**src/rtl/uart_host_tx.sv**
```systemverilog
// uart_host_tx: byte-FIFO fed UART transmitter, LSB first, 8N1/8N2 by default.
// Optional feature macro: UART_TX_PARITY_EN adds one even-parity bit after
// data bit 7 (8E1/8E2). Without it the PARITY state is not compiled in.
// Frames are emitted back-to-back while the FIFO holds data.
//
// state  | meaning
// -------+----------------------------------------------------------
// IDLE   | line high, waiting for a byte in the FIFO
// START  | line low for one bit cell
// DATA   | shifting out 8 data bits, LSB first
// PARITY | even parity of the byte, one bit cell (macro only)
// STOP   | line high for STOP_BITS cells, then pop next byte or idle
module uart_host_tx #(
    parameter int CLKS_PER_BIT = 868,
    parameter int FIFO_DEPTH   = 4,
    parameter int STOP_BITS    = 1
) (
    input  logic                        clk,
    input  logic                        rst,
    input  logic [7:0]                  din,
    input  logic                        din_valid,
    output logic                        din_ready,
    output logic                        tx,
    output logic                        busy,
    output logic [$clog2(FIFO_DEPTH):0] fifo_count
);

    localparam int AW = $clog2(FIFO_DEPTH);
    localparam int BW = (CLKS_PER_BIT > 1) ? $clog2(CLKS_PER_BIT) : 1;
    localparam logic [BW-1:0] BAUD_LAST = BW'(CLKS_PER_BIT - 1);
    localparam logic [2:0]    STOP_LAST = 3'(STOP_BITS - 1);
    localparam logic [AW:0]   FULL      = FIFO_DEPTH[AW:0];

    localparam logic [2:0] S_IDLE   = 3'd0;
    localparam logic [2:0] S_START  = 3'd1;
    localparam logic [2:0] S_DATA   = 3'd2;
    localparam logic [2:0] S_STOP   = 3'd3;
`ifdef UART_TX_PARITY_EN
    localparam logic [2:0] S_PARITY = 3'd4;
`endif

    // FIFO storage and pointers
    logic [7:0]    mem [FIFO_DEPTH];
    logic [AW-1:0] wr_ptr;
    logic [AW-1:0] rd_ptr;
    logic [AW:0]   count;
    logic [AW:0]   count_n;
    logic [7:0]    rd_data;
    logic          push;
    logic          pop;

    // transmitter state
    logic [2:0]    state, state_n;
    logic [BW-1:0] baud, baud_n;
    logic [2:0]    bit_idx, bit_n;
    logic [7:0]    shift, shift_n;
    logic          tx_n;
    logic          busy_n;
    logic          cell_end;
`ifdef UART_TX_PARITY_EN
    logic          par, par_n;
`endif

    assign din_ready  = (count != FULL);
    assign push       = din_valid && din_ready && !rst;
    assign rd_data    = mem[rd_ptr];
    assign fifo_count = count;
    assign cell_end   = (baud == BAUD_LAST);

    // next-state logic: bit-cell sequencing, and pop from the FIFO head
    always_comb begin
        state_n = state;
        baud_n  = baud;
        bit_n   = bit_idx;
        shift_n = shift;
        tx_n    = tx;
        pop     = 1'b0;
`ifdef UART_TX_PARITY_EN
        par_n   = par;
`endif
        if (state != S_IDLE && !cell_end) begin
            baud_n = baud + 1'b1;
        end
        case (state)
            S_IDLE: begin
                tx_n = 1'b1;
                if (count != '0) begin
                    pop = 1'b1;
                end
            end
            S_START: begin
                if (cell_end) begin
                    baud_n  = '0;
                    state_n = S_DATA;
                    tx_n    = shift[0];
                end
            end
            S_DATA: begin
                if (cell_end) begin
                    baud_n  = '0;
                    shift_n = {1'b0, shift[7:1]};
                    if (bit_idx == 3'd7) begin
                        bit_n = '0;
`ifdef UART_TX_PARITY_EN
                        state_n = S_PARITY;
                        tx_n    = par;
`else
                        state_n = S_STOP;
                        tx_n    = 1'b1;
`endif
                    end else begin
                        bit_n = bit_idx + 1'b1;
                        tx_n  = shift[1];
                    end
                end
            end
`ifdef UART_TX_PARITY_EN
            S_PARITY: begin
                if (cell_end) begin
                    baud_n  = '0;
                    state_n = S_STOP;
                    tx_n    = 1'b1;
                end
            end
`endif
            S_STOP: begin
                if (cell_end) begin
                    baud_n = '0;
                    if (bit_idx == STOP_LAST) begin
                        bit_n = '0;
                        if (count != '0) begin
                            pop = 1'b1;
                        end else begin
                            state_n = S_IDLE;
                            tx_n    = 1'b1;
                        end
                    end else begin
                        bit_n = bit_idx + 1'b1;
                    end
                end
            end
            default: begin
                state_n = S_IDLE;
                tx_n    = 1'b1;
            end
        endcase
        // shift register is loaded only here, so later pushes never touch a frame in flight
        if (pop) begin
            state_n = S_START;
            baud_n  = '0;
            bit_n   = '0;
            shift_n = rd_data;
            tx_n    = 1'b0;
`ifdef UART_TX_PARITY_EN
            par_n   = ^rd_data;
`endif
        end
    end

    // occupancy after this edge; simultaneous push and pop leaves it unchanged
    always_comb begin
        count_n = count;
        if (push && !pop) begin
            count_n = count + 1'b1;
        end else if (pop && !push) begin
            count_n = count - 1'b1;
        end
        busy_n = (state_n != S_IDLE) || (count_n != '0);
    end

    // FIFO data array; no reset needed since pointers define validity
    always_ff @(posedge clk) begin
        if (push) begin
            mem[wr_ptr] <= din;
        end
    end

    // FIFO pointers and count
    always_ff @(posedge clk) begin
        if (rst) begin
            wr_ptr <= '0;
            rd_ptr <= '0;
            count  <= '0;
        end else begin
            if (push) wr_ptr <= wr_ptr + 1'b1;
            if (pop)  rd_ptr <= rd_ptr + 1'b1;
            count <= count_n;
        end
    end

    // transmitter registers, including registered tx and busy
    always_ff @(posedge clk) begin
        if (rst) begin
            state   <= S_IDLE;
            baud    <= '0;
            bit_idx <= '0;
            shift   <= '0;
            tx      <= 1'b1;
            busy    <= 1'b0;
`ifdef UART_TX_PARITY_EN
            par     <= 1'b0;
`endif
        end else begin
            state   <= state_n;
            baud    <= baud_n;
            bit_idx <= bit_n;
            shift   <= shift_n;
            tx      <= tx_n;
            busy    <= busy_n;
`ifdef UART_TX_PARITY_EN
            par     <= par_n;
`endif
        end
    end

endmodule

```
**config.mk**
```make
export PLATFORM = sky130hd
export DESIGN_NAME = uart_host_tx
export DESIGN_NICKNAME = d
export VERILOG_FILES = /design/src/rtl/uart_host_tx.sv
export SDC_FILE = /design/constraint.sdc
export NUM_CORES = 1
export LEC_CHECK = 0
export ABC_CLOCK_PERIOD_IN_PS = 2500
export CAP_MARGIN = 30
export CORE_ASPECT_RATIO = 0.5
export CORE_MARGIN = 2
export CORE_UTILIZATION = 40
export DETAILED_ROUTE_END_ITERATION = 6
export SYNTH_ARGS = -nofsm -noshare
export SYNTH_HDL_FRONTEND = slang
export SYNTH_SLANG_ARGS = --single-unit
```
**constraint.sdc**
```tcl
create_clock -name clk -period 2.5 [get_ports clk]
set_input_delay 0.5 -clock clk [delete_from_list [all_inputs] [get_ports clk]]
set_output_delay 0.5 -clock clk [all_outputs]
set_load 0.05 [all_outputs]
```
* Word-level counts from Yosys, hierarchy flattened
Memory sizes are Yosys's and may differ from the RTL's. A register that Yosys moved wholly into a read port is not among the register bits. Index checks and enable logic that the tools add are counted.
Storage, ports and cells: input bits 11, logic and storage cells 90, bits in writable memories 32, output and inout port bits 6, register bits after elaboration 33, memories kept 1
Memories:
- mem | depth 4, bits a word 8, rd ports 1, clocked after Yosys merged registers in 1, write ports 1, line 43 | logic [7:0] mem [FIFO_DEPTH];
Operators by class: mux-type cells 37, reduce and logical (&&, ||, !) cells 24, equal/unequal tests 13, $add $sub $neg 6
Operators by type and width (number):
- 3-bit 2-to-1 mux | 13
- 10-bit 2-to-1 mux | 3
- 8-bit 2-to-1 mux | 3
- 3-bit != test, second input constant | 6
- 1-bit 2-to-1 mux | 12
- 3-bit case mux with 4 select lines | 1
- 3-bit nonzero test | 4
- 10-bit by 1-bit adder with 10-bit output, second input constant | 1
- 10-bit equality test, second input constant | 1
- 3-bit by 1-bit adder with 3-bit output, second input constant | 2
- 3-bit by 2-bit equality test with 1-bit output, second input constant | 2
- 3-bit zero test | 2
- 3-bit case mux with 2 select lines | 1
- 2-bit nonzero test | 3
- 1-bit logical AND | 5
- 5-bit AND reduction | 1
- 2-bit by 1-bit adder with 2-bit output, second input constant | 2
- 1-bit zero test | 4
- 2-bit 2-to-1 mux | 2
- 2-bit != test, second input constant | 2
- 3-bit by 1-bit equality test with 1-bit output, second input constant | 1
- 3-bit equality test, second input constant | 1
- 1-bit case mux with 3 select lines | 1
- 3-bit AND reduction | 1
- 6 further kinds | 6

* Longest topological paths before layout
depth after elaboration 10, gate-level depth with buffers 8, gate-level depth less buffers 7

* Worst setup path before layout
No wires, ideal clock.
path type register to register, start reg count[0], in the netlist fifo_count[0], end mem mem[0][0] (enable), data arrival time 2.090 ns, path buffers 1, data required time 2.168 ns, stages on the path, launching flop included 7, path slack 0.078 ns, clock period less this slack 2.422 ns, setup time 0.332 ns, cells stage by stage dfxtp_1 > inv_1 > ha_1 > a21bo_2 > nor2_1 > clkbuf_1 > and2_1
On the way: cells in the longest elaborated chain, start to end 5
Ends and longest elaborated chain:
- from (decl) | line 46 | logic [AW:0] count;
- from (signal assigned) | line 187 | count <= count_n;
- 3-bit != test | line 64 | assign din_ready = (count != FULL);
- 1-bit logical AND (2 in a row) | line 65 | assign push = din_valid && din_ready && !rst;
- 1-bit 2-to-1 mux | line 173 | if (push) begin
- 1-bit 2-to-1 mux (not written as such) | line 174 | mem[wr_ptr] <= din;
- to (decl) | line 43
Every way passes these cells.

* Final worst setup path
start reg count[2], in the netlist fifo_count[2], end out fifo_count[2]
RTL lines:
- to (decl) | line 25 | output logic [$clog2(FIFO_DEPTH):0] fifo_count
No word-level cell between the ends.

==> reports/results.tsv <==
stage	metric	value	unit
sta	Final Skew	6.24	ps
setup_path	crit end category	output port	
setup_path	Critical R2R Capture	bit_idx[2]	
floorplanning	Initial Util	0.417	
sta	minimum clock period	2170	ps
place	IO Port Bufs	16	
finish	# diodes	0	
logic_synthesis	Yosys cell types	52	
setup_path	CP max FO	8	
floorplanning	number of core rows	22	
global_routing	number of global-route vias before repair	2039	
clock_tree	clock root buffer	clkbuf_16	
clock_tree	hold_buf cts	0	
setup_path	Startpoint Class	register	
logic_synthesis	cell area after synthesis	3080	µm²
clock_tree	CTS buffer count	9	
logic_synthesis	Syn Inst Count	266	
logic_synthesis	mean post-synth cell area	11.6	µm²
logic_synthesis	post-synthesis async set-or-reset flop share	0	
hold_path	Hold Startpoint	bit_idx[1]	
hold_path	Hold EP	bit_idx[1]	
setup_path	Crit path arrival time	1670	ps
setup_path	reg-to-reg slack, setup	450	ps
setup_path	worst path cell trace	clkdlybuf4s50_1	
sta	setup TNS	0	ps
place	post-DP HPWL	4140	µm
clock_tree	CTS tree	built	
global_routing	largest net degree at the start of global routing	20	
global_routing	GRT Total Usage	0.161	
sta	Fin. Hold Viols	0	
logic_synthesis	sequential share of the synthesized area	0.540	
outcome	status	finished clean	
sta	Setup-failing EPs final	0	
run	# Max-Cap Violations	0	
logic_synthesis	Synth Net Count	288	
routing	DR WL/cell	15.0	µm
power	Worst VDD drop	0.597	mV
logic_synthesis	synth cell count leaders	35 x dfxtp_1, 32 x edfxtp_1, 31 x nand2_1	
power	pwr dens	1000	nW/µm²
routing	via/cell ratio	5.31	
floorplanning	Die Ht	66.0	µm
logic_synthesis	area fraction of the dominant cell type after synthesis	0.312	
logic_synthesis	most numerous cell in the Yosys netlist	dfxtp_1	
place	placed insts	373	
clock_tree	Post-CTS Resized	0	
setup_path	max incr delay on CP	860	ps
sta	Slew Limit Fails	0	
logic_synthesis	synth top area cells	edfxtp_1 31%, dfxtp_1 23%, mux4_2 5.9%, ha_1 4.5%, nand2_1 3.8%	
finish	Nets	310	
setup_path	critical path buffer and inverter count	1	
clock_tree	CTS Buffer Depth	2	
finish	Finished Layout Cells	389	
routing	DRC Markers	0	
finish	area grow syn2layout	18.6	%
hold_path	worst min-delay path class	register to register	
floorplanning	chip width	128	µm
logic_synthesis	ys flop type	dfxtp_1	
setup_path	Top delay family on crit path	buffers and inverters	
sta	fmax	462	MHz
global_routing	global-route wire length before repair	10200	µm
setup_path	Setup Crit Path Kind	register to output port	
setup_path	CP max stage cell	clkdlybuf4s50_1	
hold_path	worst hold stages	2	
routing	antenna-violating nets left	0	
logic_synthesis	Post-synth EDFFs	32	
floorplanning	io pins	17	
clock_tree	clock sink count	67	
power	leakage power	0.00129	µW
clock_tree	Post-CTS Setup Inserts	0	
clock_tree	Worst-Skew Late Latency	330	ps
sta	Tightest Pin Transition	540	ps
routing	via count	2066	
setup_path	Worst Path Required	2000	ps
place	Final GP Congestion	0.776	
global_routing	initial antenna violation count	0	
sta	final cycle utilization of the critical path	0.866	
sta	Slew HR	0.640	
logic_synthesis	Synth Warn #	0	
floorplanning	core footprint	7380	µm²
finish	share of layout cells above drive strength 1	0.137	
routing	Detailed Route WL	5820	µm
logic_synthesis	Synth area leader	edfxtp_1	
routing	initial drt markers	86	
clock_tree	clock transition at the registers of the reported paths	50	ps
global_routing	gr ovfl total	0	
logic_synthesis	post-synthesis sequential element count	67	
routing	drt first pass iters	4	
clock_tree	H-tree levels	3	
setup_path	Reg-to-Reg Start	baud[0]	
floorplanning	die area	8450	µm²
sta	RSZ-0062 raised after global routing	false	
setup_path	Reg2Reg Depth	7	
final cells by class:
type | count | area (µm²)
fill | 666 | 3730
multi-input combinational | 177 | 1320
clock buffer | 10 | 229
sequential | 67 | 1660
inverter | 10 | 37.5
timing repair buffer | 23 | 210
tap | 96 | 120
clock inverter | 6 | 72.6
how the worst max path moves through the flow:
| stage | start | end | slack [ps] | cells after the start |
|---|---|---|---|---|
| after floorplan | fifo_count[0] | mem[0][0] | 80 | 6 |
| after global placement | din_valid | mem[3][5] | 290 | 5 |
| after detailed placement | din_valid | mem[3][5] | 270 | 5 |
| after CTS | fifo_count[2] | fifo_count[2] | 310 | 1 |
| after global routing | fifo_count[2] | fifo_count[2] | 260 | 1 |
| final | fifo_count[2] | fifo_count[2] | 330 | 1 |
report_power, final:
| part | switching (µW) | internal [µW] | total [µW] |
|---|---|---|---|
| Combinational | 531 | 401 | 933 |
| Sequential | 162 | 1310 | 1470 |
| Clock | 479 | 783 | 1260 |
state kept, by name (all words and copies together), names as in the netlist, named ones only:
name / flops
state: 3
fifo_count: 3
bit_idx: 3
rd_ptr: 2
busy: 1
mem: 32
wr_ptr: 2
shift: 8
tx: 1
baud: 10
routing by layer:
layer	GRT usage	vias up	share of wire
li1	-	1030	-
met1	0.200	988	0.48
met2	0.261	39	0.47
met3	0.0583	9	0.038
met4	0.0577	0	0.012
met5	0	-	0
through the flow:
step / power [µW] / hold slack [ps] / worst slack (ps) / area [µm²] / util
finish: 3660 / 472 / 334 / 3650 / 0.495
global route: 3880 / 496 / 260 / 3650 / 0.495
CTS: 3710 / 475 / 311 / 3650 / 0.495
detailed placement: 2420 / 466 / 268 / 3350 / 0.454
global placement: 2400 / 460 / 294 / 3350 / 0.454
floorplan: 2160 / 449 / 78.4 / 3080 / -
cell families (layout without fill, tap and decap cells):
kind of cell               after synthesis  after routing  share of synthesized area
other                                    1              1                    0.00122
and+or+nand+nor                         91             91                      0.162
DFF                                     67             67                      0.540
adders and majority gates               11             11                     0.0448
buffers and inverters                   22             49                     0.0313
xor gates and xnor gates                12             12                     0.0342
AOI/OAI and AO/OA                       50             50                      0.115
muxes                                   12             12                     0.0716
worst reg2reg max path, cell delays in order, from the launching register on:
cell and delay (ps):
dfxtp_1 390, ha_1 230, nor3b_4 220, buf_4 160, nand3_4 90, or3_4 380
or3b_1 350, a21oi_1 140
layout by cell type (no fill, tap or decap), types with 8 or more instances in the layout:
cell type	Yosys	final
buf_4	1	8
a21oi_1	11	11
nand2_1	31	31
ha_1	11	11
o31ai_1	10	10
inv_1	10	10
nor2_1	20	20
edfxtp_1	32	32
clkdlybuf4s50_1	0	15
clkbuf_16	0	9
dfxtp_1	35	35
a31oi_1	8	8
mux4_2	8	8
No activity file was read; power rests on OpenSTA's default activity.
